## src/rtl/cdb_pkg.sv

```systemverilog
// Shared CDB types: result packet layout and default widths/limits used by
// the result queues, the CDB arbiter and the reservation stations.
package cdb_pkg;

  localparam int unsigned CDB_TAG_WIDTH            = 6;
  localparam int unsigned CDB_DATA_WIDTH           = 32;
  localparam int unsigned CDB_STARVE_LIMIT_DEFAULT = 15;
  localparam int unsigned CDB_WAIT_WIDTH           = 8;

  typedef struct packed {
    logic [CDB_TAG_WIDTH-1:0]  tag;
    logic [CDB_DATA_WIDTH-1:0] data;
  } cdb_pkt_t;

endpackage

```

## src/rtl/cdb_queue_mem.sv

```systemverilog
// DEPTH x cdb_pkt_t storage: one synchronous write port, one asynchronous
// read port, cleared on reset.
module cdb_queue_mem
  import cdb_pkg::*;
#(
  parameter int unsigned DEPTH = 4,
  localparam int unsigned AW   = $clog2(DEPTH)
) (
  input  logic          clk,
  input  logic          rst,
  input  logic          we,
  input  logic [AW-1:0] waddr,
  input  cdb_pkt_t      wdata,
  input  logic [AW-1:0] raddr,
  output cdb_pkt_t      rdata
);

  cdb_pkt_t mem_q [DEPTH];

  // Entry storage; reset wipes every slot so no stale result survives.
  always_ff @(posedge clk) begin
    if (rst) begin
      for (int i = 0; i < int'(DEPTH); i++) begin
        mem_q[i] <= '0;
      end
    end else if (we) begin
      mem_q[waddr] <= wdata;
    end
  end

  assign rdata = mem_q[raddr];

endmodule

```

## src/rtl/cdb_result_queue.sv

```systemverilog
// Per-execution-unit result queue in front of the fixed-priority CDB arbiter.
// Buffers results while the unit loses arbitration, presents the oldest one
// and pops it on the same-cycle ack. Optional zero-latency bypass of an empty
// queue is enabled by defining CDB_RESULT_QUEUE_BYPASS_EN.
module cdb_result_queue
  import cdb_pkg::*;
#(
  parameter int unsigned DEPTH        = 4,
  parameter int unsigned TAG_WIDTH    = CDB_TAG_WIDTH,
  parameter int unsigned DATA_WIDTH   = CDB_DATA_WIDTH,
  parameter int unsigned STARVE_LIMIT = CDB_STARVE_LIMIT_DEFAULT,
  localparam int unsigned PW          = $clog2(DEPTH),
  localparam int unsigned CW          = PW + 1
) (
  input  logic                  clk,
  input  logic                  rst,
  input  logic                  in_valid,
  input  logic [TAG_WIDTH-1:0]  in_tag,
  input  logic [DATA_WIDTH-1:0] in_data,
  output logic                  in_ready,
  output logic                  out_valid,
  output logic [TAG_WIDTH-1:0]  out_tag,
  output logic [DATA_WIDTH-1:0] out_data,
  input  logic                  out_ack,
  input  logic                  flush,
  output logic [CW-1:0]         count,
  output logic                  starve
);

  localparam int unsigned WW = CDB_WAIT_WIDTH;

  logic [PW-1:0] wr_ptr_q, wr_ptr_d;
  logic [PW-1:0] rd_ptr_q, rd_ptr_d;
  logic [CW-1:0] count_q, count_d;
  logic [WW-1:0] wait_q, wait_d;
  logic          ready_q;
  logic          valid_q;
  logic          starve_q;

  logic          push_c;
  logic          pop_c;
  logic          wr_en_c;
  logic          bypass_c;
  cdb_pkt_t      wr_pkt_c;
  cdb_pkt_t      rd_pkt_c;

  assign wr_pkt_c.tag  = CDB_TAG_WIDTH'(in_tag);
  assign wr_pkt_c.data = CDB_DATA_WIDTH'(in_data);

  cdb_queue_mem #(
    .DEPTH (DEPTH)
  ) u_mem (
    .clk   (clk),
    .rst   (rst),
    .we    (wr_en_c),
    .waddr (wr_ptr_q),
    .wdata (wr_pkt_c),
    .raddr (rd_ptr_q),
    .rdata (rd_pkt_c)
  );

  // Handshakes, pointer/occupancy update and head-wait counter next state.
  always_comb begin
    bypass_c = 1'b0;
`ifdef CDB_RESULT_QUEUE_BYPASS_EN
    bypass_c = !valid_q && in_valid && !flush;
`endif
    push_c   = in_valid && ready_q;
    pop_c    = valid_q && out_ack;
    // A bypassed result that is acked in the same cycle never touches storage.
    wr_en_c  = push_c && !flush && !(bypass_c && out_ack);

    wr_ptr_d = wr_ptr_q;
    rd_ptr_d = rd_ptr_q;
    count_d  = count_q;
    wait_d   = wait_q;

    if (flush) begin
      wr_ptr_d = '0;
      rd_ptr_d = '0;
      count_d  = '0;
      wait_d   = '0;
    end else begin
      if (wr_en_c) wr_ptr_d = wr_ptr_q + PW'(1);
      if (pop_c)   rd_ptr_d = rd_ptr_q + PW'(1);
      unique case ({wr_en_c, pop_c})
        2'b10:   count_d = count_q + CW'(1);
        2'b01:   count_d = count_q - CW'(1);
        default: count_d = count_q;
      endcase
      if (pop_c || !valid_q) begin
        wait_d = '0;
      end else if (wait_q != {WW{1'b1}}) begin
        wait_d = wait_q + WW'(1);
      end
    end
  end

  // State registers; ready/valid/starve are precomputed from next state.
  always_ff @(posedge clk) begin
    if (rst) begin
      wr_ptr_q <= '0;
      rd_ptr_q <= '0;
      count_q  <= '0;
      wait_q   <= '0;
      ready_q  <= 1'b1;
      valid_q  <= 1'b0;
      starve_q <= 1'b0;
    end else begin
      wr_ptr_q <= wr_ptr_d;
      rd_ptr_q <= rd_ptr_d;
      count_q  <= count_d;
      wait_q   <= wait_d;
      ready_q  <= (count_d != CW'(DEPTH));
      valid_q  <= (count_d != '0);
      starve_q <= (wait_d >= WW'(STARVE_LIMIT));
    end
  end

  // Head presentation; zeroed when empty, optionally bypassed from the input.
  always_comb begin
    out_valid = valid_q;
    out_tag   = valid_q ? TAG_WIDTH'(rd_pkt_c.tag) : '0;
    out_data  = valid_q ? DATA_WIDTH'(rd_pkt_c.data) : '0;
    if (bypass_c) begin
      out_valid = 1'b1;
      out_tag   = in_tag;
      out_data  = in_data;
    end
  end

  assign in_ready = ready_q;
  assign count    = count_q;
  assign starve   = starve_q;

endmodule

```

## config.mk

```make
export PLATFORM = sky130hd
export DESIGN_NAME = cdb_result_queue
export DESIGN_NICKNAME = d
export VERILOG_FILES = /design/src/rtl/cdb_pkg.sv /design/src/rtl/cdb_queue_mem.sv /design/src/rtl/cdb_result_queue.sv
export SDC_FILE = /design/constraint.sdc
export NUM_CORES = 1
export LEC_CHECK = 0
export ABC_AREA = 1
export CAP_MARGIN = 25
export CORE_ASPECT_RATIO = 1.25
export CORE_MARGIN = 1.5
export CORE_UTILIZATION = 55
export DETAILED_ROUTE_END_ITERATION = 10
export GPL_ROUTABILITY_DRIVEN = 1
export PLACE_DENSITY = 0.84
export SETUP_SLACK_MARGIN = 0.5
export SLEW_MARGIN = 15
export SYNTH_ARGS = -nofsm -noshare
export SYNTH_HDL_FRONTEND = slang
export SYNTH_SLANG_ARGS = --single-unit
export TNS_END_PERCENT = 30
```

## constraint.sdc

```tcl
create_clock -name clk -period 5.7 [get_ports clk]
set_clock_uncertainty 0.05 [all_clocks]
set_input_delay 1.14 -clock clk [delete_from_list [all_inputs] [get_ports clk]]
set_output_delay 1.14 -clock clk [all_outputs]
set_load 0.05 [all_outputs]
```

# Yosys cells after proc, flatten, opt, wreduce, memory -nomap -nowiden
# Memories as Yosys holds them, arrays and structs flattened. A register that Yosys moved wholly into a read port is not among the register bits.
# Index checks and enable logic that the tools add are counted.
# op_classes
n_eq_ne	4
add_sub_neg	5
muxes	17
bitwise	0
n_lt_le_gt_ge	1
reduce_logical	9
n_div	0
multipliers	0
shift	0
# ops
cell	n
two-way mux 38 bit	1
OR reduction 38 bit	1
two-way mux 32 bit	1
two-way mux 8 bit	3
adder 8 x 1 -> 8 bit (second input constant)	1
greater-or-equal comparator 8 x 4 -> 1 bit (second input constant)	1
inequality test 8 bit (second input constant)	1
two-way mux 1 bit	6
two-way mux 2 bit	3
two-way mux 6 bit	1
one-hot mux 3 bit (2 select lines)	1
adder 2 x 1 -> 2 bit (second input constant)	2
adder 3 x 1 -> 3 bit (second input constant)	1
logical AND 1 bit	3
two-way mux 3 bit	1
inequality test 3 bit (second input constant)	1
nonzero test 3 bit	1
subtractor 3 x 1 -> 3 bit (second input constant)	1
== test 2 x 1 -> 1 bit (second input constant)	1
== test 2 bit (second input constant)	1
logical NOT 1 bit	2
OR reduction 2 bit	1
logical OR 1 bit	1
# totals
latchBits	0
mem_count	1
inputBits	43
mem_bits_rw	152
output_inout_bits	44
regBits	18
mem_bits_ro	0
wordCells	44
# mem_list
name	words	width	rd	rd_clocked_by_memory_dff	wr	line_no	rtl
u_mem.mem_q	4	38	1	1	4	cdb_queue_mem.sv:18	cdb_pkt_t mem_q [DEPTH];

# Logic depth before layout (Yosys ltp)
# Gate-level depths: netlist of the first run.
# logic_depth
depth_word	7
ltp_mapped	11
depth_no_buf	11

# Hierarchy
# Synthesis of the first run repeated with hierarchy kept, for this count alone.
# unflattened
hier_cells	1031
hier_area_um2	8530.7
# modules_own_cells
module	cells_per_inst	area_per_inst_um2	seq_area_each_um2	n_inst
cdb_queue_mem	821	7322.0	4564.4	1
cdb_result_queue	210	1208.7	360.3	1

# Worst setup path before layout of the first run
# Ideal clock, no wire load.
# synth_timing
kind	in2reg
start	input in_valid
end	memory u_mem.mem_q[3][0] (netlist bit), enable pin
path_stages	4
path_buffers	0
setup_slack_ns	0.786
setup_time_ns	0.491
t_arrival_ns	4.373
required_time_ns	5.159
path_cell_list	nand2_1 -> nor2_1 -> inv_1 -> o31ai_1
# synth_lines
element	line_no	rtl
from (decl)	cdb_result_queue.sv:17	input logic in_valid,
to (decl)	cdb_queue_mem.sv:18	

==> results.cfg, run 1 <==
[outcome]
status = complete, no violations

[worst_setup_path]
timing.critical_path.max_delay_family = buffers and inverters
required_ns = 4.51
max_stage_delay_ns = 0.91
critical_path_buf_inv_count = 3
worstSetupPathType = reg -> out
arrival_ns = 3.15
cp_max_fo = 39
cp-start-kind = register
end_kind = primary output
worstPathCellList = inv_1 > buf_4 > nor2_1 > o21ai_0 > a21oi_1 > clkdlybuf4s50_1
r2r_start = in_ready
slowest_stage = dfxtp_2

[timing]
worst_slew_pin_slew_ns = 0.982
fmax_mhz = 230
finalHoldViolCount = 0
grt_setup_unrepaired = false
fin_crit_sh_pct = 76.2
slew_viol_final = 0
setup_viol = 0
tns_ns = 0
relSlewSlack_pct = 34.4
min_period_ns = 4.34

[floorplanning]
rows = 48
die_w_um = 110
core_area_um2 = 13900
die_h_um = 137
dieArea_um2 = 15100
pin_count = 87
start_util_pct = 56.7

[routing]
post-route-drc-count = 0
antenna_left = 0
viasPerCell = 5.47
drt_iter0_markers = 728
vias = 5875
drt_wl_total_mm = 17.6
drtPass1Iterations = 7
wire_per_inst_um = 16.4

[placement]
place_congestion = 0.847
dpl_cell_area_um2 = 8830
dp_hpwl_mm = 9.86
portBuffers = 86

[clock_network]
cts_buffers = 17
root_buffer = clkbuf_16
hold_buffers = 0
cts_setup_buffers = 0
cts_tree = done
clk_pin_slew_ns = 0.06
cts.htree.levels = 4
clock_path_buffers = 2
cts_sinks = 172
cts.repair.resized = 0
clock_latency_ns = 0.42

[yosys]
avgSynthCellArea_um2 = 9.64
postSynthCellCount = 819
yosysSeqAreaShare_pct = 62.9
syn_area_um2 = 7890
synth_fp_nets = 865
ys_ff_latch = 172
yosys_warnings = 0
synthDistinctLibCells = 28

[hold_path]
hold_path.startpoint = rd_ptr_q[0]
holdCritPathClass = reg -> reg

[finish]
nNetsFinal = 932
antenna_cells = 0
area_delta_synth_final_pct = 20.2
fin_area_um2 = 9490
drive_gt1_share_pct = 10.6
fill_cells = 1001

[grt]
grt_max_degree = 77
gr-usage-all-layers_pct = 25.1
grt_pass1_wl_mm = 28.1
antenna_found_initial = 0
grt_pass1_vias = 5805
overflow = 0

[run]
maxCapViolCount = 0

[power]
peakVddDrop_uv = 199
pwr_density_cell_nw_per_um2 = 308
leakagePower_nw = 3.56
==> state kept, by name (all words and copies together), names as in the netlist, named ones only <==
| register | cells |
|---|---|
| in_ready | 1 |
| count | 3 |
| starve | 1 |
| u_mem.mem_q | 152 |
| wait_q | 8 |
| rd_ptr_q | 2 |
| wr_ptr_q | 2 |
| out_valid | 1 |
==> cell usage in the layout (no fill, tap or decap), types with 11 or more instances in the layout <==
| master | synthesis | routed |
|---|---|---|
| clkbuf_16 | 0 | 17 |
| inv_1 | 66 | 64 |
| edfxtp_1 | 152 | 152 |
| nor2_1 | 285 | 285 |
| nand2_1 | 33 | 31 |
| inv_2 | 11 | 12 |
| clkdlybuf4s50_1 | 0 | 86 |
| o21ai_0 | 82 | 81 |
| a21oi_1 | 45 | 45 |
| nor2_2 | 13 | 13 |
| dfxtp_1 | 20 | 18 |
| nor3_1 | 19 | 19 |
| nand3_1 | 12 | 11 |
==> metal layers <==
| metal | global-route usage, % | up-vias | wire length [µm] | part of all wire [%] |
|---|---|---|---|---|
| li1 | - | 2829 | - | - |
| met1 | 29.8 | 2767 | 6510 | 37 |
| met2 | 44.2 | 254 | 9450 | 54 |
| met3 | 4.71 | 25 | 1330 | 7.5 |
| met4 | 10.3 | 0 | 307 | 1.7 |
| met5 | 0 | - | 0 | 0 |
==> logic make-up after synthesis <==
| group | synth area share [%] |
|---|---|
| buf+inv | 6.86 |
| simple gates | 21.1 |
| xor+xnor | 0.222 |
| compound gates | 8.32 |
| fa+ha+maj | 0.571 |
| flops | 62.9 |
==> power breakdown <==
part,total (mW),internal (mW),switching [mW]
logic,0.275,0.0855,0.189
clock network,1.20,0.736,0.469
registers,1.44,1.43,0.0158
total,2.92,2.25,0.674
==> worst reg2reg max path, delay by kind of cell (launching register included) <==
kind,cells,cell delay [ns]
adder cells (fa/ha/maj),2,0.65
flip-flops,1,0.33
AND/OR/NAND/NOR,5,0.59
AO/OA/AOI/OAI,2,0.28
XOR/XNOR,1,0.15
buffers and inverters,1,0.16
==> stage by stage <==
stage	power (mW)	hold WS, ns	utilization, %	instances	setup slack (ns)
detailed placement	1.74	0.412	63.3	1040	1.80
global route	3.00	0.461	68.1	1074	1.21
floorplan	1.64	0.394	-	819	0.786
CTS	2.92	0.424	67.8	1072	1.32
global placement	1.73	0.416	63.3	1040	1.86
finish	2.92	0.429	68.1	1074	1.36
==> synth_stat cells <==
cell      instances  share of area [%]
inv_2            11               0.52
nor2_2           13                1.0
clkbuf_1         23                1.1
nor4_1            1              0.079
nor3_1           19                1.2
o211ai_1          1              0.095
a31oi_1           1              0.079
o21ai_0          82                5.2
nand2_2           1              0.079
buf_6             5               0.71
nor3_2           10                1.3
nor2_4           10                1.4
nand4_1           1              0.079
xor2_1            2               0.22
a21oi_1          45                2.9
nand3_1          12               0.76
fa_1              1               0.25
nand2_1          33                1.6
o31ai_1           1              0.095
nor2_1          285                 14
clkbuf_2          4               0.25
inv_1            66                3.1
ha_1              2               0.32
dfxtp_1          20                5.1
edfxtp_1        152                 58
buf_4             2               0.19
or2_2             1              0.079
buf_2            15               0.95
==> final timing paths <==
kind	to	slack [ns]	depth (start not counted)
max	out_data[12]	1.36	6
min	register	0.43	1
max reg2reg	in_ready	3.39	11
min reg2reg	register	0.43	1
==> final cells by class <==
cell class              count  area, µm²  share of cell area [%]
inverters                  77        290                    3.06
clock buffers              18        429                    4.52
clock inverters            14        193                    2.03
well taps                 175        219                    2.31
multi-input cells         521       2420                    25.5
flip-flops and latches    172       4970                    52.3
repair buffers             97        968                    10.2
Note: power is estimated with default switching activity, not from simulation.
==> run 2, diff against run 1 <==
CORE_UTILIZATION = 51   (was 55)
PLACE_DENSITY = 0.82   (was 0.84)
clock period = 3.6 ns   (was 5.7 ns; I/O delays follow)
==> results.cfg, run 2 (synthesis results as in run 1) <==
[floorplanning]
rows = 50
die_w_um = 114
pin_count = 87
core_area_um2 = 15100
die_h_um = 142
start_util_pct = 52.4
dieArea_um2 = 16200

[power]
leakagePower_nw = 3.76
p_switching_mw = 1.08
swShare_pct = 23.5
clockPowerShare_pct = 39.6
power_frac_seq_pct = 49.6
power.internal_mw = 3.53
peakVddDrop_uv = 291
power_frac_comb_pct = 10.8
pwr_density_cell_nw_per_um2 = 462
total_power_mw = 4.61

[grt]
overflow = 0
grt_pass1_wl_mm = 30.1
busiest_layer = met2
grt.met1_usage_pct = 28.2
gr-usage-all-layers_pct = 24.7
grtUsageMet2_pct = 42.5
antenna_found_initial = 0
grt_max_degree = 50
grt_pass1_vias = 6116
gr-usage-met3_pct = 6.47

[finish]
nNetsFinal = 936
mostFrequentLayoutCells = nor2_1 (285), edfxtp_1 (152), o21ai_0 (81)
antenna_cells = 0
largest_register_ffs = 152
final_common_cell = nor2_1
multi_input_comb_area_um2 = 2430
top_register = u_mem.mem_q
area_delta_synth_final_pct = 26.4
fill_cells = 1043
ff_latch_area_um2 = 4970
final_util_pct = 66.2
drive_gt1_share_pct = 15.3

[timing]
tns_ns = 0
setup_viol = 0
fmax_mhz = 331
min_period_ns = 3.02
relSlewSlack_pct = 34.4
slew_viol_final = 0
finalHoldViolCount = 0
fin_crit_sh_pct = 83.9
worst_slew_pin_slew_ns = 0.982
grt_setup_unrepaired = true

[hold_path]
holdCritPathClass = reg -> reg
hold_path.startpoint = rd_ptr_q[0]
hold_end = rd_ptr_q[0]
hold-path-cell-count = 1

[clock_network]
cts_sinks = 172
root_buffer = clkbuf_16
cts_buffers = 17
cts_tree = done
hold_buffers = 0
clock_path_buffers = 2
clock_latency_ns = 0.43
cts.htree.levels = 4
clk_pin_slew_ns = 0.06

[routing]
viasPerCell = 5.42
antenna_left = 0
drtPass1Iterations = 5
post-route-drc-count = 0
wire_per_inst_um = 17.1
drt_wl_total_mm = 19.0
vias = 6018
drt_iter0_markers = 619

[worst_setup_path]
end_kind = primary output
cp-start-kind = register
critical_path_buf_inv_count = 3
regToRegEndpoint = in_ready
cp_max_fo = 15
worstSetupPathType = reg -> out
timing.critical_path.max_delay_family = buffers and inverters
worstPathCellList = clkinvlp_4 > buf_4 > nor2_1 > o21ai_0 > a21oi_1 > buf_12
r2r_start = in_ready
arrival_ns = 2.25
r2r_slack_ns = 1.36
slowest_stage = dfxtp_2
max_stage_delay_ns = 0.41
rr_worst_depth = 10
required_ns = 2.83

[placement]
dp_hpwl_mm = 10.7
portBuffers = 86
place_congestion = 0.889

[run]
maxCapViolCount = 0

[outcome]
status = complete, no violations
==> run 2: changes by cell type in the layout (fill, tap and decap cells not counted), moves of 3 or more <==
cell	before	now
clkinvlp_4	1	4
inv_6	3	0
buf_12	2	45
clkdlybuf4s50_1	86	48
==> run 2: how the worst max path moves through the flow <==
stage / startpoint / depth (start not counted) / slack (ns) / to
6_report: register / 6 / 0.58 / out_data[13]
5_1_grt: register / 5 / 0.45 / out_tag[3]
4_1_cts: register / 6 / 0.57 / out_data[9]
3_5_place_dp: in_valid / 11 / 0.52 / in_ready
3_3_place_gp: in_valid / 12 / 0.59 / in_ready
2_1_floorplan: in_ready / 4 / 0.28 / u_mem.mem_q[1][0]
==> run 2: per-layer routing <==
metal / wire, µm / share of wire, %
met1: 6870 / 36
met2: 9860 / 52
met3: 1710 / 9.0
met4: 540 / 2.8
met5: 0 / 0
==> run 2: layout make-up <==
class / instances / area share, %
clock buffers: 20 / 4.38
clock inverters: 12 / 1.48
inverters: 77 / 2.96
multi-input cells: 521 / 24.4
flip-flops and latches: 172 / 49.8
well taps: 208 / 2.61
repair buffers: 100 / 14.4
repair inverters: 1 / 0.0502
==> run 2: power by group through the flow <==
| stage | clock network [mW] | logic [mW] | registers (mW) |
|---|---|---|---|
| CTS | 1.82 | 0.500 | 2.28 |
| finish | 1.82 | 0.500 | 2.29 |
| detailed placement | 0 | 0.495 | 2.33 |
| global placement | 0 | 0.484 | 2.32 |
| global route | 1.90 | 0.535 | 2.29 |
| floorplan | 0 | 0.262 | 2.33 |
==> run 2: timing repair <==
item                                    4_1_cts  5_1_grt
gates resized for setup                       3        2
gates cloned                                  1        0
endpoints found under the setup margin       24        6
setup buffers                                 0        0
==> run 2: metrics by stage <==
stage	worst slack, ns	instance area [µm²]	hold WS [ns]	instances
floorplan	0.276	7900	0.394	819
global placement	0.585	9370	0.413	1078
detailed placement	0.523	9370	0.425	1078
CTS	0.572	9970	0.439	1111
global route	0.450	9980	0.466	1111
finish	0.580	9980	0.439	1111
